**src/rtl/bram_write_arbiter_pkg.sv**
```systemverilog
// Shared definitions for bram_write_arbiter: grant encoding, fill FSM states and clogb2.
// Optional feature macro used by this slice: BRAM_ARB_FIXED_PRIO_EN.
package bram_write_arbiter_pkg;

  localparam logic GRANT_LITE   = 1'b0;
  localparam logic GRANT_STREAM = 1'b1;

  localparam logic [1:0] RESP_OKAY = 2'b00;

  typedef enum logic {
    IDLE = 1'b0,
    RUN  = 1'b1
  } fsm_state_t;

  // Ceiling log2; clogb2(1) = 0, clogb2(4) = 2.
  function automatic int clogb2(input int value);
    int v;
    int r;
    v = value - 1;
    r = 0;
    while (v > 0) begin
      v = v >> 1;
      r = r + 1;
    end
    return r;
  endfunction

endpackage

```
**src/rtl/bram_write_arbiter_arb.sv**
```systemverilog
// bram_rr_arb2: two-input arbiter (lite vs stream) returning one-hot grants.
// BRAM_ARB_FIXED_PRIO_EN selects lite-always-wins instead of round-robin.
module bram_rr_arb2
  import bram_write_arbiter_pkg::*;
(
  input  logic clk,
  input  logic rst,
  input  logic i_req_l,
  input  logic i_req_t,
  output logic o_gnt_l,
  output logic o_gnt_t
);

  logic r_last_grant;

  always_comb begin
    o_gnt_l = 1'b0;
    o_gnt_t = 1'b0;
`ifdef BRAM_ARB_FIXED_PRIO_EN
    o_gnt_l = i_req_l;
    o_gnt_t = i_req_t & ~i_req_l;
`else
    if (i_req_l && i_req_t) begin
      // On contention the requester that did not win last time goes first.
      if (r_last_grant == GRANT_LITE) begin
        o_gnt_t = 1'b1;
      end else begin
        o_gnt_l = 1'b1;
      end
    end else begin
      o_gnt_l = i_req_l;
      o_gnt_t = i_req_t;
    end
`endif
  end

  // Starts as STREAM so the first contended cycle after reset goes to lite.
  always_ff @(posedge clk or posedge rst) begin
    if (rst) begin
      r_last_grant <= GRANT_STREAM;
    end else if (o_gnt_l) begin
      r_last_grant <= GRANT_LITE;
    end else if (o_gnt_t) begin
      r_last_grant <= GRANT_STREAM;
    end
  end

endmodule

```
**src/rtl/bram_write_arbiter.sv**
```systemverilog
// Shares BRAM port A between an AXI4-Lite write slave and an AXI4-Stream window filler.
// Build option BRAM_ARB_FIXED_PRIO_EN (inside bram_rr_arb2) gives lite fixed priority.
module bram_write_arbiter
  import bram_write_arbiter_pkg::*;
#(
  parameter int AXI_DATA_WIDTH   = 32,
  parameter int AXI_ADDR_WIDTH   = 16,
  parameter int AXIS_TDATA_WIDTH = 32,
  parameter int BRAM_DATA_WIDTH  = 32,
  parameter int BRAM_ADDR_WIDTH  = 10
) (
  input  logic                          aclk,
  input  logic                          areset,
  input  logic [AXI_ADDR_WIDTH-1:0]     s_axi_awaddr,
  input  logic                          s_axi_awvalid,
  output logic                          s_axi_awready,
  input  logic [AXI_DATA_WIDTH-1:0]     s_axi_wdata,
  input  logic [AXI_DATA_WIDTH/8-1:0]   s_axi_wstrb,
  input  logic                          s_axi_wvalid,
  output logic                          s_axi_wready,
  output logic [1:0]                    s_axi_bresp,
  output logic                          s_axi_bvalid,
  input  logic                          s_axi_bready,
  input  logic [AXIS_TDATA_WIDTH-1:0]   s_axis_tdata,
  input  logic                          s_axis_tvalid,
  output logic                          s_axis_tready,
  input  logic                          cfg_start,
  input  logic [BRAM_ADDR_WIDTH-1:0]    cfg_base,
  input  logic [BRAM_ADDR_WIDTH:0]      cfg_length,
  output logic                          sts_busy,
  output logic                          sts_done,
  output logic                          bram_porta_clk,
  output logic                          bram_porta_rst,
  output logic [BRAM_ADDR_WIDTH-1:0]    bram_porta_addr,
  output logic [BRAM_DATA_WIDTH-1:0]    bram_porta_wrdata,
  output logic [BRAM_DATA_WIDTH/8-1:0]  bram_porta_we,
  output logic                          o_dbg_state
);

  localparam int ADDR_LSB = clogb2(AXI_DATA_WIDTH / 8);

  // Handshakes: a transfer happens in the cycle where valid and ready are both
  // high; ready is the arbiter grant, so AW and W are accepted together or not at all.
  fsm_state_t                   r_state;
  fsm_state_t                   w_state_next;
  logic                         w_load;
  logic                         w_done_next;
  logic [BRAM_ADDR_WIDTH-1:0]   r_ptr;
  logic [BRAM_ADDR_WIDTH:0]     r_remaining;
  logic                         r_done;
  logic                         r_bvalid;
  logic [BRAM_ADDR_WIDTH-1:0]   r_addr;
  logic [BRAM_DATA_WIDTH-1:0]   r_wrdata;
  logic [BRAM_DATA_WIDTH/8-1:0] r_we;
  logic                         w_req_l;
  logic                         w_req_t;
  logic                         w_gnt_l;
  logic                         w_gnt_t;

  // Lite may only be granted when its response slot is free or draining now.
  assign w_req_l = s_axi_awvalid & s_axi_wvalid & (~r_bvalid | s_axi_bready);
  assign w_req_t = (r_state == RUN) & s_axis_tvalid;

  bram_rr_arb2 u_arb (
    .clk     (aclk),
    .rst     (areset),
    .i_req_l (w_req_l),
    .i_req_t (w_req_t),
    .o_gnt_l (w_gnt_l),
    .o_gnt_t (w_gnt_t)
  );

  always_ff @(posedge aclk or posedge areset) begin
    if (areset) begin
      r_state <= IDLE;
    end else begin
      r_state <= w_state_next;
    end
  end

  always_comb begin
    w_state_next = r_state;
    w_load       = 1'b0;
    w_done_next  = 1'b0;
    case (r_state)
      IDLE: begin
        if (cfg_start) begin
          if (cfg_length != '0) begin
            w_state_next = RUN;
            w_load       = 1'b1;
          end else begin
            w_done_next = 1'b1;
          end
        end
      end
      RUN: begin
        if (w_gnt_t && (r_remaining == (BRAM_ADDR_WIDTH+1)'(1))) begin
          w_state_next = IDLE;
          w_done_next  = 1'b1;
        end
      end
      default: begin
        w_state_next = IDLE;
      end
    endcase
  end

  // Pointer wraps at the BRAM top by plain overflow of its width.
  always_ff @(posedge aclk or posedge areset) begin
    if (areset) begin
      r_ptr       <= '0;
      r_remaining <= '0;
    end else if (w_load) begin
      r_ptr       <= cfg_base;
      r_remaining <= cfg_length;
    end else if (w_gnt_t) begin
      r_ptr       <= r_ptr + 1'b1;
      r_remaining <= r_remaining - 1'b1;
    end
  end

  always_ff @(posedge aclk or posedge areset) begin
    if (areset) begin
      r_done <= 1'b0;
    end else begin
      r_done <= w_done_next;
    end
  end

  always_ff @(posedge aclk or posedge areset) begin
    if (areset) begin
      r_addr   <= '0;
      r_wrdata <= '0;
      r_we     <= '0;
    end else if (w_gnt_l) begin
      r_addr   <= s_axi_awaddr[ADDR_LSB +: BRAM_ADDR_WIDTH];
      r_wrdata <= s_axi_wdata;
      r_we     <= s_axi_wstrb;
    end else if (w_gnt_t) begin
      r_addr   <= r_ptr;
      r_wrdata <= s_axis_tdata;
      r_we     <= '1;
    end else begin
      r_we     <= '0;
    end
  end

  // A new grant wins over a response drain in the same cycle, keeping bvalid high.
  always_ff @(posedge aclk or posedge areset) begin
    if (areset) begin
      r_bvalid <= 1'b0;
    end else if (w_gnt_l) begin
      r_bvalid <= 1'b1;
    end else if (s_axi_bready) begin
      r_bvalid <= 1'b0;
    end
  end

  assign s_axi_awready     = w_gnt_l;
  assign s_axi_wready      = w_gnt_l;
  assign s_axi_bresp       = RESP_OKAY;
  assign s_axi_bvalid      = r_bvalid;
  assign s_axis_tready     = w_gnt_t;
  assign sts_busy          = (r_state == RUN);
  assign sts_done          = r_done;
  assign bram_porta_clk    = aclk;
  assign bram_porta_rst    = areset;
  assign bram_porta_addr   = r_addr;
  assign bram_porta_wrdata = r_wrdata;
  assign bram_porta_we     = r_we;
  assign o_dbg_state       = r_state;

endmodule

```
**config.mk**
```make
export PLATFORM = sky130hd
export DESIGN_NAME = bram_write_arbiter
export DESIGN_NICKNAME = d
export VERILOG_FILES = /design/src/rtl/bram_write_arbiter_pkg.sv /design/src/rtl/bram_write_arbiter_arb.sv /design/src/rtl/bram_write_arbiter.sv
export SDC_FILE = /design/constraint.sdc
export NUM_CORES = 1
export LEC_CHECK = 0
export CORE_MARGIN = 2
export CORE_UTILIZATION = 38
export CTS_BUF_LIST = sky130_fd_sc_hd__clkbuf_4 sky130_fd_sc_hd__clkbuf_8
export DETAILED_ROUTE_END_ITERATION = 10
export PLACE_DENSITY = 0.81
export SYNTH_ARGS = -nofsm -noshare
export SYNTH_HDL_FRONTEND = slang
export SYNTH_SLANG_ARGS = --single-unit
```
**constraint.sdc**
```tcl
create_clock -name aclk -period 2.1 [get_ports aclk]
set_input_delay 0.21 -clock aclk [delete_from_list [all_inputs] [get_ports aclk]]
set_output_delay 0.21 -clock aclk [all_outputs]
set_load 0.005 [all_outputs]
```
After elaboration in Yosys (flattened, before gate mapping)

Index checks and enable logic that the tools add are counted.

$add $sub $neg: 2
Equal/unequal tests: 1
Multiplexer cells: 27
Bitwise gates (word level): 6
Reduce and logical (&&, ||, !) cells: 6

Operators with widths:

| kind                  | count |
|---|---|
| $mux 32               | 2 |
| $mux 10               | 4 |
| $mux 11               | 2 |
| $mux 1                | 15 |
| $eq 11x1->1 const B   | 1 |
| $reduce_bool 11->1    | 1 |
| $sub 11x1->11 const B | 1 |
| $add 10x1->10 const B | 1 |
| $mux 4                | 2 |
| $reduce_bool 2->1     | 3 |
| $pmux 1 s2            | 2 |
| $and 1x1->1           | 3 |
| $logic_and 1x1->1     | 2 |
| $not 1->1             | 2 |
| $or 1x1->1            | 1 |

Register bits after elaboration: 71
Input bits: 112
Output and inout port bits: 57
Logic and storage cells: 51

Logic depth before layout (Yosys ltp)

Gate-level depths: netlist of the first run.

Depth after elaboration: 8
Gate-level depth with buffers: 7
Depth with buffers taken out: 6

Cells and area by module

From an unflattened synthesis of the first run, not the netlist that was laid out.

Cell total of the unflattened synthesis: 350
Area total of the unflattened synthesis: 3497.1 um^2

Modules (own cells, without submodules):

| module             | times used | cells an instance | area each (um^2) | sequential area each (um^2) |
|---|---|---|---|---|
| bram_write_arbiter | 1          | 343               | 3438.3           | 1751.7 |
| bram_rr_arb2       | 1          | 7                 | 58.8             | 26.3 |

==> qor.yml, run 1 <==
finish:
  final_core_util_pct: 63.5
  drive_gt1_share_pct: 11.3
  register_area_sq_mm: 0.00178
  final_nets: 652
  multi_input_area_sq_mm: 0.00144
  num-fill-cells: 735
  antenna_cells: 0
  areaGrowthSynthToFinish_pct: 63.3
clock_network:
  insertion_delay_ns: 0.44
  cts_tree: "done"
  clkTransAtPathRegs_ns: 0.08
  hold_buffers: 0
critical_path:
  reg2regPathDepth: 8
  critPathLaunchType: "register"
  rr_startpoint: "s_axi_bvalid"
  cp-end-kind: "register"
  r2r_slack_ns: 0.10
  worst-path-max-fanout: 21
  arrival_ns: 2.33
  startpoint: "s_axi_bvalid"
  critPathKind: "reg -> reg"
  crit_required_ns: 2.43
  timing.rr.end: "r_ptr[6]"
die:
  ioPinCount: 169
  placeableCoreArea_sq_mm: 0.00868
  die-area_sq_mm: 0.00965
  die_y_um: 98.3
  die_x_um: 98.3
  rows: 34
  initial_utilization_pct: 38.9
synth:
  synthDistinctLibCells: 55
  synth_top_area_share_pct: 51.9
  yosysSeqAreaShare_pct: 52.7
  synth_seq_cells: 71
  synth_most_common_cell: "nor2_1"
  synth_async_sr_flop_share_pct: 100
  synth_area_per_cell_sq_um: 9.35
  yosysTopAreaCell: "dfrtp_1"
  synthCells: 361
  syn_area_sq_mm: 0.00338
  synth-edff-count: 0
  synth_top_flop_cell: "dfrtp_1"
  synth_warnings: 0
  yosys-top-cells-area: "dfrtp_1 52%, nor2_1 9.9%, o22ai_1 7.8%"
  synthTopCellsByCount: "89 x nor2_1, 70 x dfrtp_1, 42 x o22ai_1"
sta:
  fin_skew_ns: 0.0120
  relSlewSlack_pct: 60.3
  rsz0062_at_grt: "false"
  final_max_slew_viol_count: 0
  max_freq_mhz: 500
  period_share_pct: 95.2
  fin_crit_ns: 2.00
  worst_pin_slew_ns: 0.594
  finalHoldViolCount: 0
  whs_ns: 0.182
  setup_viol: 0
min_path:
  min_path_type: "in -> async"
outcome:
  outcome: "finished clean"
power:
  power_density_mw_per_mm2: 1160
  p_leak_nw: 2.27
  ir_drop_uv: 580
global_routing:
  antenna_found_initial: 0
  grt_pass1_vias: 3449
  grt_pass1_wl_mm: 16.4
  overflow: 0
  grt_max_degree: 72
  grtUsageTotal_pct: 21.4
drt:
  postRouteAntennaNets: 0
  wl_mm: 10.3
  wl_per_cell_um: 15.9
  vias: 3455
  dr.pass1.iters: 5
  vias_per_cell: 5.32
  post-route-drc-count: 0
  drtIter0Drc: 186
placement:
  portBuffers: 160
  gp_congestion: 0.837
  dp.final_hpwl_mm: 7.62
flow_run:
  cap_violations: 0
placed cells by master, fill, tap and decap left out, types with 2 or more instances in the layout:
master and instances:
conb_1 2, a21oi_1 9, a211o_1 2, bufinv_16 3
clkbuf_8 13, or2_2 4, nand3_1 5, ha_1 3
nand2_1 25, inv_1 9, o22ai_1 42, clkdlybuf4s50_1 157
nor2b_1 3, or4_1 3, nor2_1 89, dfrtp_1 70
xnor2_1 3, nor3_1 4, inv_2 3, o311ai_0 6
o31ai_4 2, nor3b_1 2, or3_1 4, nand2b_1 3
dlygate4sd2_1 2, o21ai_0 6, a221o_1 7, buf_4 25
mux2i_1 2, buf_12 2
routing by layer:
layer | GRT usage [%] | wire, um
met1 | 26.3 | 4280
met2 | 36.5 | 5080
met3 | 5.23 | 787
met4 | 8.01 | 140
met5 | 0 | 0
worst max-delay path: stages (launching register included):
cell     delay [ns]
dfrtp_1        0.38
nor2b_1        0.12
buf_4          0.16
o31ai_4        0.30
buf_4          0.15
buf_4          0.10
buf_4          0.25
o32ai_1        0.12
a211o_1        0.28
power by group:
part | leakage (nW) | switching [mW] | total [mW] | internal (mW)
Combinational | 1.30 | 1.12 | 2.57 | 1.45
Clock | 0.144 | 0.553 | 1.52 | 0.971
Sequential | 0.823 | 0.406 | 2.29 | 1.88
Total | 2.27 | 2.08 | 6.38 | 4.30
how the worst max path moves through the flow:
stage                          to  slack, ns
2_1_floorplan  bram_porta_addr[0]        0.1
3_3_place_gp             r_ptr[3]      -0.15
3_5_place_dp             r_ptr[3]      -0.17
4_1_cts             s_axis_tready      0.004
5_1_grt                  r_ptr[6]      0.006
6_report                 r_ptr[6]       0.10
metrics by stage:
step / cell area [sq um] / cells / worst slack [ns] / total power [mW] / setup TNS [ns]
after CTS: 5500 / 648 / 0.00361 / 6.43 / 0
after global routing: 5510 / 649 / 0.00631 / 6.81 / 0
after global placement: 5200 / 628 / -0.153 / 4.81 / -0.951
after detailed placement: 5200 / 628 / -0.175 / 4.90 / -1.33
after floorplan: 3380 / 362 / 0.0951 / 3.49 / 0
final: 5510 / 649 / 0.100 / 6.38 / 0
state kept, by name (all words and copies together), names as in the netlist:
name,flops
bram_porta_addr,10
bram_porta_we,4
bram_porta_wrdata,32
o_dbg_state,1
r_ptr,10
r_remaining,11
s_axi_bvalid,1
sts_done,1
u_arb.r_last_grant,1
repair_timing:
item                       4_1_cts  5_1_grt
buffers inserted                 2        1
resized for setup                3        2
pin swaps                        1        1
setup endpoints to repair        3        1
hold endpoints to repair         0        0
area by class of cell:
type                    instances  area share, %
clock buffers                  14           3.43
multi-input cells             253           26.1
flip-flops and latches         71           32.3
well taps                     108           2.45
repair buffers                186           33.0
inverters                      12          0.817
clock inverters                 5           1.93
cells by family after synthesis:
kind of cell,synth area share [%]
AND/OR/NAND/NOR,19.7
AO/OA/AOI/OAI,19.8
flip-flops,52.7
buffers and inverters,5.19
adder cells (fa/ha/maj),1.11
XOR/XNOR,0.778
multiplexers,0.593
other,0.111
Note: power is estimated with default switching activity, not from simulation.
==> inputs of run 2 (changes only) <==
- CORE_UTILIZATION: 38 -> 42
- GPL_ROUTABILITY_DRIVEN: not set -> 0
- MAX_ROUTING_LAYER: not set -> met4
- PLACE_DENSITY: 0.81 -> 0.84
- clock period: 2.1 -> 2.2 ns (I/O delays scaled with it)
==> run 2 against run 1 <==
Cell count decreased by 2.2%. Wire length increased by 2.6%. Combinational power decreased by 5%. Flip-flop and latch count unchanged. Largest power group unchanged. Die area decreased by 9.1%. First-iteration DRC count increased by 18%. Sequential power decreased by 5%. Critical path type is now reg -> out. Total power decreased by 6.6%. Critical path depth decreased by 4. Sequential share of layout area increased by 0.37 points.
==> qor.yml, run 2 (same netlist as run 1, synthesis figures left out) <==
sta:
  setup_ws_ns: 0.0570  # -0.0433 ns
  max_freq_mhz: 467
  worst_pin_slew_ns: 0.657  # +0.0638 ns
  setup_viol: 0  # unchanged
  whs_ns: 0.0658  # -0.116 ns
  fin_crit_ns: 2.14
  final_max_slew_viol_count: 0  # unchanged
  rsz0062_at_grt: "false"
  relSlewSlack_pct: 55.6  # -4.7 points
  fin_skew_ns: 0.0124  # +0.000360 ns
  period_share_pct: 97.4
  finalHoldViolCount: 0  # unchanged
clock_network:
  clkTransAtPathRegs_ns: 0.08  # about the same
  insertion_delay_ns: 0.45  # about the same
  cts_tree: "done"
power:
  ir_drop_uv: 720  # +24%
  p_sw_mw: 2.00  # -3.6%
  power_mw: 5.96  # -6.6%
  power.share.switching_pct: 33.6  # +1.0 points
  pwr-share-clk_pct: 22.6  # -1.3 points
  combPwrFrac_pct: 40.9  # +0.6 points
  seq_power_share_pct: 36.5  # +0.7 points
  power_density_mw_per_mm2: 1090  # -5.5%
  internal_power_mw: 3.96  # -8.0%
  p_leak_nw: 2.21  # -2.6%
critical_path:
  path_delay_family: "buffers and inverters"
  cp.buffers_inverters: 2  # -2
  arrival_ns: 1.92  # -0.41 ns
  rr_startpoint: "r_remaining[2]"
  worst-path-max-fanout: 4  # -81%
  crit_path_top_delay_cell: "clkdlybuf4s50_1"
  r2r_slack_ns: 0.26  # +0.16 ns
  reg2regPathDepth: 5  # -3
  critPathLaunchType: "register"
  timing.rr.end: "r_remaining[5]"
  cp-end-kind: "primary output"
  cp_cell_sequence: "and2_4 > a211o_1 > inv_1 > clkdlybuf4s50_1"
  crit_path_max_incr_delay_ns: 0.51  # +0.13 ns
  crit_required_ns: 1.98  # -0.45 ns
  critPathKind: "reg -> out"
global_routing:
  grt_max_degree: 60  # -17%
  grt_pass1_vias: 3371  # -2.3%
  antenna_found_initial: 0  # unchanged
  grtUsageTotal_pct: 25.3  # +3.9 points
  grt_pass1_wl_mm: 16.7  # +2.2%
  overflow: 0  # unchanged
finish:
  areaGrowthSynthToFinish_pct: 61.6
  final_nets: 643  # -1.4%
  mostFrequentLayoutCells: "160 x clkdlybuf4s50_1, 89 x nor2_1, 69 x dfrtp_1"
  register_area_sq_mm: 0.00178  # about the same
  final_common_cell: "clkdlybuf4s50_1"
  largest_reg_flops: 32  # unchanged
  final_core_util_pct: 70.2  # +6.7 points
  final_area_sq_mm: 0.00545  # -1.1%
  num-fill-cells: 591  # -20%
  drive_gt1_share_pct: 10.3  # -0.96 points
  multi_input_area_sq_mm: 0.00145  # +0.52%
  antenna_cells: 0  # unchanged
placement:
  dp.final_hpwl_mm: 7.52  # -1.3%
  place_area_sq_mm: 0.00514  # -1.1%
  portBuffers: 160  # unchanged
  pre_cts_slack_ns: -0.260  # -0.0854 ns
die:
  die_y_um: 93.7  # -4.7%
  die-area_sq_mm: 0.00877  # -9.1%
  initial_utilization_pct: 43.5  # +4.6 points
  rows: 32  # -5.9%
  die_x_um: 93.7  # -4.7%
  placeableCoreArea_sq_mm: 0.00777  # -10%
  ioPinCount: 169  # unchanged
drt:
  wl_mm: 10.6  # +2.6%
  post-route-drc-count: 0  # unchanged
  wl_per_cell_um: 16.6  # +4.8%
  dr.pass1.iters: 4  # -1
  vias: 3413  # -1.2%
  vias_per_cell: 5.37  # +0.96%
  postRouteAntennaNets: 0  # unchanged
  met2_wirelength_mm: 5.23  # +2.9%
  wl_met1_mm: 4.31  # +0.68%
  dr_wl_met3_um: 866  # +10%
  routed.top_layer: "met4"
  drtIter0Drc: 220  # +18%
flow_run:
  cap_violations: 0  # unchanged
outcome:
  outcome: "finished clean"
min_path:
  min_path_type: "in -> async"
-- run 2: stage by stage --
| stage | TNS, ns | instances |
|---|---|---|
| after floorplan | 0 | 362 |
| after global placement | -0.479 | 612 |
| after detailed placement | -1.26 | 612 |
| after CTS | 0 | 633 |
| after global routing | 0 | 635 |
| final | 0 | 635 |
-- run 2: layout make-up --
cell class / instances / area share, %
multi-input cells: 253 / 26.5
inverters: 12 / 0.872
repair buffers: 177 / 32.6
well taps: 102 / 2.34
flip-flops and latches: 71 / 32.6
clock buffers: 14 / 3.35
clock inverters: 6 / 1.70
-- run 2: power groups by stage --
stage,Sequential (mW),Clock (mW),Combinational (mW)
global route,2.25,1.45,2.68
detailed placement,2.20,0.0383,2.38
finish,2.18,1.35,2.44
CTS,2.17,1.38,2.44
global placement,2.17,0.0383,2.30
floorplan,2.15,0.0295,1.16
-- run 2: how the worst max path moves through the flow --
stage | start | end | slack [ns] | depth (start not counted)
global route | u_arb.r_last_grant | s_axi_wready | 0.003 | 4
detailed placement | s_axi_bready | r_remaining[5] | -0.26 | 6
finish | o_dbg_state | s_axi_awready | 0.06 | 4
global placement | s_axi_bready | s_axis_tready | -0.14 | 5
CTS | u_arb.r_last_grant | s_axi_awready | 0.05 | 4
floorplan | areset | bram_porta_addr[0] | 0.19 | 1
-- run 2: repair_timing --
action                     4_1_cts  5_1_grt
pin swaps                        1        0
hold buffers                     0        0
setup buffers                    2        2
resized for setup                6        0
hold endpoints to repair         0        0
setup endpoints to repair        5        1
-- run 2: worst reg2reg max path, stage by stage (launching register included) --
cell,delay (ns)
dfrtp_1,0.44
nor3_1,0.29
o311ai_0,0.30
buf_4,0.23
o311ai_0,0.34
o311ai_0,0.20
-- run 2: metal layers --
layer / GRT usage, % / up-vias
met3: 5.14 / 13
met2: 41.9 / 161
met1: 31.5 / 1612
met4: 7.97 / 0
li1: - / 1627
met5: - / -
